## src/rtl/cd_stream_arbiter_pkg.sv

```systemverilog
`default_nettype none
// ============================================================================
//  Package   : cd_pkg
//  Purpose   : Shared types and defaults for the cd_stream_arbiter slice:
//              FSM state encoding, burst-length default and sample type.
//  Revision  : 1.0  initial release
// ============================================================================
package cd_pkg;

    // Arbiter grant state
    typedef enum logic [1:0] {
        IDLE   = 2'd0,
        GRANT0 = 2'd1,
        GRANT1 = 2'd2
    } state_t;

    // Default maximum beats per grant before forced re-arbitration
    localparam int BURST_MAX_DEFAULT = 8;

    // Width of one requester sample
    localparam int SAMPLE_W = 4;

    typedef logic [SAMPLE_W-1:0] sample_t;

endpackage
`default_nettype wire

```

## src/rtl/cd_stream_arbiter_err_counter.sv

```systemverilog
`default_nettype none
// ============================================================================
//  Module    : cd_err_counter
//  Purpose   : Saturating event counter with synchronous clear. Clear has
//              priority over a coincident increment; the count sticks at
//              all-ones once reached.
//  Revision  : 1.0  initial release
// ============================================================================
module cd_err_counter
    import cd_pkg::*;
#(
    parameter int WIDTH = 8
) (
    input  logic             clk,
    input  logic             reset,
    input  logic             clr,
    input  logic             inc,
    output logic [WIDTH-1:0] count
);

    localparam logic [WIDTH-1:0] ALL_ONES = {WIDTH{1'b1}};

    // Count increments, clearing on request and holding at full scale
    always_ff @(posedge clk or posedge reset) begin
        if (reset) begin
            count <= '0;
        end else if (clr) begin
            count <= '0;
        end else if (inc && (count != ALL_ONES)) begin
            count <= count + WIDTH'(1);
        end
    end

endmodule
`default_nettype wire

```

## src/rtl/cd_stream_arbiter.sv

```systemverilog
`default_nettype none
// ============================================================================
//  Module    : cd_stream_arbiter
//  Purpose   : Two-requester burst arbiter feeding a shared external up/down
//              detector. Routes the detector's per-beat verdict back to the
//              owning requester, masks the first verdict after an owner
//              change, and keeps saturating error counts per requester.
//  Revision  : 1.0  initial release
// ============================================================================
module cd_stream_arbiter
    import cd_pkg::*;
#(
    parameter int BURST_MAX = BURST_MAX_DEFAULT,
    parameter int ERR_W     = 8
) (
    input  logic             clk,
    input  logic             reset,
    input  logic             req0_valid,
    input  sample_t          req0_data,
    output logic             req0_ready,
    input  logic             req1_valid,
    input  sample_t          req1_data,
    output logic             req1_ready,
    output sample_t          det_data,
    output logic             det_reset,
    input  logic             det_incr,
    input  logic             det_decr,
    input  logic             det_error,
    output logic             res_valid,
    output logic             res_id,
    output logic             res_incr,
    output logic             res_decr,
    output logic             res_error,
    output logic [ERR_W-1:0] err_cnt0,
    output logic [ERR_W-1:0] err_cnt1,
    input  logic             err_clr
);

    // beat_cnt value at which the current beat closes the burst
    localparam logic [3:0] LAST_BEAT = 4'(BURST_MAX - 1);

    state_t     state;
    logic       last_owner;
    logic [3:0] beat_cnt;

    logic       beat_d;
    logic       id_d;
    logic       first_d;
    logic       seen_beat;

    logic       owner;
    logic       owner_valid;
    logic       other_valid;
    logic       beat;
    logic       burst_done;
    logic       leave;
    logic       first;

    logic [ERR_W-1:0] err_cnt [2];

    // Readies decode straight from the grant state so reset drops them at once
    assign req0_ready  = (state == GRANT0);
    assign req1_ready  = (state == GRANT1);
    assign owner       = (state == GRANT1);
    assign owner_valid = owner ? req1_valid : req0_valid;
    assign other_valid = owner ? req0_valid : req1_valid;
    assign beat        = (req0_ready & req0_valid) | (req1_ready & req1_valid);
    assign burst_done  = beat && (beat_cnt == LAST_BEAT);
    assign leave       = !owner_valid || burst_done;

    // A beat is "first" when nothing was accepted since reset or the owner changed
    assign first = !seen_beat || (owner != id_d);

    // Detector sees only accepted beats; otherwise it is held so its last sample survives gaps
    assign det_data  = beat ? (owner ? req1_data : req0_data) : '0;
    assign det_reset = ~beat;

    // Grant FSM: arbitration, burst counting and fairness bookkeeping
    always_ff @(posedge clk or posedge reset) begin
        if (reset) begin
            state      <= IDLE;
            last_owner <= 1'b1;
            beat_cnt   <= '0;
        end else begin
            case (state)
                IDLE: begin
                    beat_cnt <= '0;
                    if (req0_valid && req1_valid) begin
                        state <= last_owner ? GRANT0 : GRANT1;
                    end else if (req0_valid) begin
                        state <= GRANT0;
                    end else if (req1_valid) begin
                        state <= GRANT1;
                    end
                end
                GRANT0, GRANT1: begin
                    if (beat) begin
                        beat_cnt <= beat_cnt + 4'd1;
                    end
                    if (leave) begin
                        last_owner <= owner;
                        beat_cnt   <= '0;
                        if (other_valid) begin
                            state <= owner ? GRANT0 : GRANT1;
                        end else if (owner_valid && burst_done) begin
                            state <= state;
                        end else begin
                            state <= IDLE;
                        end
                    end
                end
                default: begin
                    state    <= IDLE;
                    beat_cnt <= '0;
                end
            endcase
        end
    end

    // Align beat, owner and first-beat flag with the detector's registered verdict
    always_ff @(posedge clk or posedge reset) begin
        if (reset) begin
            beat_d    <= 1'b0;
            id_d      <= 1'b0;
            first_d   <= 1'b1;
            seen_beat <= 1'b0;
        end else begin
            beat_d <= beat;
            if (beat) begin
                id_d      <= owner;
                first_d   <= first;
                seen_beat <= 1'b1;
            end
        end
    end

    // A first beat compares against the other owner's sample, so its verdict is dropped
    assign res_valid = beat_d & ~first_d;
    assign res_id    = res_valid & id_d;
    assign res_incr  = res_valid & det_incr;
    assign res_decr  = res_valid & det_decr;
    assign res_error = res_valid & det_error;

    generate
        for (genvar i = 0; i < 2; i++) begin : g_err
            cd_err_counter #(
                .WIDTH (ERR_W)
            ) u_err_counter (
                .clk   (clk),
                .reset (reset),
                .clr   (err_clr),
                .inc   (res_valid & res_error & (res_id == 1'(i))),
                .count (err_cnt[i])
            );
        end
    endgenerate

    assign err_cnt0 = err_cnt[0];
    assign err_cnt1 = err_cnt[1];

endmodule
`default_nettype wire

```

## config.mk

```make
export PLATFORM = sky130hd
export DESIGN_NAME = cd_stream_arbiter
export DESIGN_NICKNAME = d
export VERILOG_FILES = /design/src/rtl/cd_stream_arbiter_pkg.sv /design/src/rtl/cd_stream_arbiter_err_counter.sv /design/src/rtl/cd_stream_arbiter.sv
export SDC_FILE = /design/constraint.sdc
export NUM_CORES = 1
export LEC_CHECK = 0
export ABC_AREA = 0
export CAP_MARGIN = 20
export CORE_ASPECT_RATIO = 0.9
export CORE_MARGIN = 3
export CORE_UTILIZATION = 35
export DETAILED_ROUTE_END_ITERATION = 8
export DONT_BUFFER_PORTS = 1
export HOLD_SLACK_MARGIN = 0.15
export SLEW_MARGIN = 10
export SYNTH_ARGS = -nofsm -noshare
export SYNTH_HDL_FRONTEND = slang
export SYNTH_SLANG_ARGS = --single-unit
```

## constraint.sdc

```tcl
create_clock -name clk -period 2.4 [get_ports clk]
set_input_delay 0.24 -clock clk [delete_from_list [all_inputs] [get_ports clk]]
set_output_delay 0.24 -clock clk [all_outputs]
set_load 0.005 [all_outputs]
```

==> summary.txt <==
Synthesis
  – Post-synthesis area per instance: 10.0 sq um
  – Asr flop ratio synth: 1.00
  – Number of synthesized flops with an enable pin: 0
  – Yosys cell types: 41
  – Post-synth top flop: dfrtp_1
  – Register area share after synthesis: 0.421
  – Mapped Cells: 161
  – Seq cells post-synth: 27
  – Post-Syn Area: 1610 sq um
  – Yosys warnings: 0
  – Mapped Nets: 184

Pwr
  – Total power: 1.39 mW
  – Int Pwr: 0.892 mW
  – Leak Pwr: 0.731 nW
  – Worst vdd ir: 0.000465 V
  – NetSw: 0.501 mW
  – Part of the power in registers: 0.409
  – Switching Share: 0.360
  – Pwr dens: 795 nW/um^2
  – Combinational share of power: 0.395
  – Fraction of power consumed by the clock network: 0.196

Placement
  – Port bufs: 0
  – Placement Cell Area: 1680 sq um
  – Hpwl dp: 2420 um
  – DP Cell Count: 220
  – Pre-CTS setup slack: 0.349 ns
  – Routability cong.: 0.804

Global routing
  – Total GRT Usage: 0.124
  – Vias in the first global route: 1214
  – Largest net degree at the start of global routing: 28
  – Global-route wire length before repair: 5600 um
  – Gr ovfl total: 0
  – Initial antenna violation count: 0

Job
  – Max Cap Viol: 0

Floorplanning
  – Top-Level Pins: 44
  – Rows: 22
  – Area of the die: 5460 sq um
  – Die width: 77.5 um
  – Die H: 70.4 um
  – CORE AREA: 4270 sq um
  – Initial core utilization: 0.378

CTS
  – CTS Sinks: 27
  – CTS root buffer: clkbuf_8
  – Clock tree from TritonCTS: yes
  – Worst-path clk slew: 0.09 ns
  – Cts bufs inserted: 3
  – Postcts setup bufs: 0
  – Post_cts resized: 0
  – # H-tree levels: 1
  – Clk buf depth: 2
  – Worst skew pair latency: 0.28 ns

Detailed routing
  – Routed Antenna Nets: 0
  – Drt total wl: 3210 um
  – Vias post-DR: 1194
  – DRC: 0
  – Router iterations before antenna repair: 4
  – Initial DRC Count: 24
  – Routed WL per cell: 14.2 um
  – DR vias/cell: 5.28

Timing
  – Tmin final: 2.05 ns
  – Setup ws final: 0.351 ns
  – Tcrit/Tclk final: 0.854
  – Clock Skew: 0.00886 ns
  – Setup TNS: 0 ns
  – RSZ-0062 raised after global routing: no
  – Hold Slack: 0.181 ns
  – Slew headroom: 0.583
  – Setup violators final: 0
  – Slew @ Worst Pin: 0.623 ns
  – Final Hold Viols: 0
  – Fmax: 488 MHz
  – Max Slew Vio Count: 0

Worst setup path
  – WP data arrival: 2.22 ns
  – Req. time, crit path: 2.57 ns
  – CP top delay family: compound AO/OA/AOI/OAI gates
  – Reg2reg path depth: 6
  – Worst path cell trace: inv_1 > ha_1 > a22oi_2 > o221ai_4 > o2111ai_2 > mux2_4
  – Crit end category: register
  – Crit path depth: 6
  – Max FO, Critical Path: 10
  – Critical setup path kind: reg -> reg
  – Slowest cell on the critical path: ha_1
  – Delay of the slowest critical-path stage: 0.43 ns
  – CP bufs+invs: 1
  – Critical path launch point type: register

Final layout
  – Nets: 190
  – # diodes: 0
  – Core Util, Final: 0.411
  – Final instance area: 1750 sq um
  – Layout cells sized above 1: 0.108
  – Layout area overhead: 8.77%
  – Post-Layout Cell Count: 226

Status
  – Status: completed

Worst hold path
  – Worst Hold Path Cells: 2
  – Hold/Removal Path Class: in -> reg
==> layout by cell type, fill, tap and decap left out, types with 4 or more instances in the layout <==
master    synthesis  final
mux2i_1           7      7
nor2_1           18     18
a21oi_1           9      9
and2_1            8      8
dfrtp_1          25     25
ha_1              7      7
inv_1             5      5
nor2b_1           5      5
nand2_1           7      7
nand2b_1          4      4
xnor2_1           4      4
xor2_1            9      9
o21ai_0           8      8
nand4_1           5      5
==> synth_stat cells, types with 5 or more instances <==
cell	count	area, sq um
a21oi_1	9	45.0
ha_1	7	87.6
nand4_1	5	31.3
nor2b_1	5	31.3
nor2_1	18	67.6
dfrtp_1	25	626
xor2_1	9	78.8
nand2_1	7	26.3
o21ai_0	8	40.0
mux2i_1	7	70.1
inv_1	5	18.8
and2_1	8	50.1
==> cell type report <==
cell class	count	area, sq um
well taps	60	75.1
multi-input cells	124	886
repair buffers	5	42.5
clock buffers	3	41.3
inverters	6	22.5
fillers	437	2510
clock inverters	1	7.51
flip-flops and latches	27	678
==> per-layer routing <==
metal  wire (um)  GRT usage
met2        1550      0.211
met5           0          0
met1        1400      0.150
met4          23     0.0296
met3         237     0.0451
==> kinds of logic (layout without fill, tap and decap cells) <==
logic type | after synthesis | in the layout | synth area share
compound gates | 32 | 32 | 0.155
flops | 27 | 27 | 0.421
xor+xnor | 13 | 13 | 0.0707
fa+ha+maj | 7 | 7 | 0.0543
simple gates | 64 | 64 | 0.217
buf+inv | 10 | 15 | 0.0295
mux | 8 | 8 | 0.0528
==> flip-flops by register name, indices dropped and copies added, names as in the netlist <==
signal,cells
g_err.u_err_counter.count,16
state,2
beat_d,1
id_d,1
last_owner,1
seen_beat,1
first_d,1
beat_cnt,4
==> power groups by stage <==
stage | registers (mW) | clock network [mW] | logic (mW)
after floorplan | 0.563 | 0 | 0.465
after global placement | 0.573 | 0 | 0.527
after detailed placement | 0.578 | 0 | 0.554
after CTS | 0.570 | 0.283 | 0.559
after global routing | 0.578 | 0.303 | 0.607
final | 0.569 | 0.273 | 0.551
==> final timing paths <==
check / from / to / slack [ns]
setup / recovery: state[0]$_DFFE_PP0P_ / state[1]$_DFFE_PP0P_ / 0.35
hold / removal: req1_valid / id_d$_DFFE_PP0P_ / 0.18
setup reg to reg: state[0]$_DFFE_PP0P_ / state[1]$_DFFE_PP0P_ / 0.35
hold reg to reg: seen_beat$_DFFE_PP0P_ / first_d$_DFFE_PP1P_ / 0.43
max in group asynchronous: reset / first_d$_DFFE_PP1P_ / 1.63
min in group asynchronous: reset / g_err[0].u_err_counter.count[1]$_DFFE_PP0P_ / 0.45
==> timing repair <==
action                                 CTS  global route
hold buffers                             2             0
setup endpoints to repair                0             0
endpoints found under the hold margin   41             0
No activity file was read; power rests on OpenSTA's default activity.
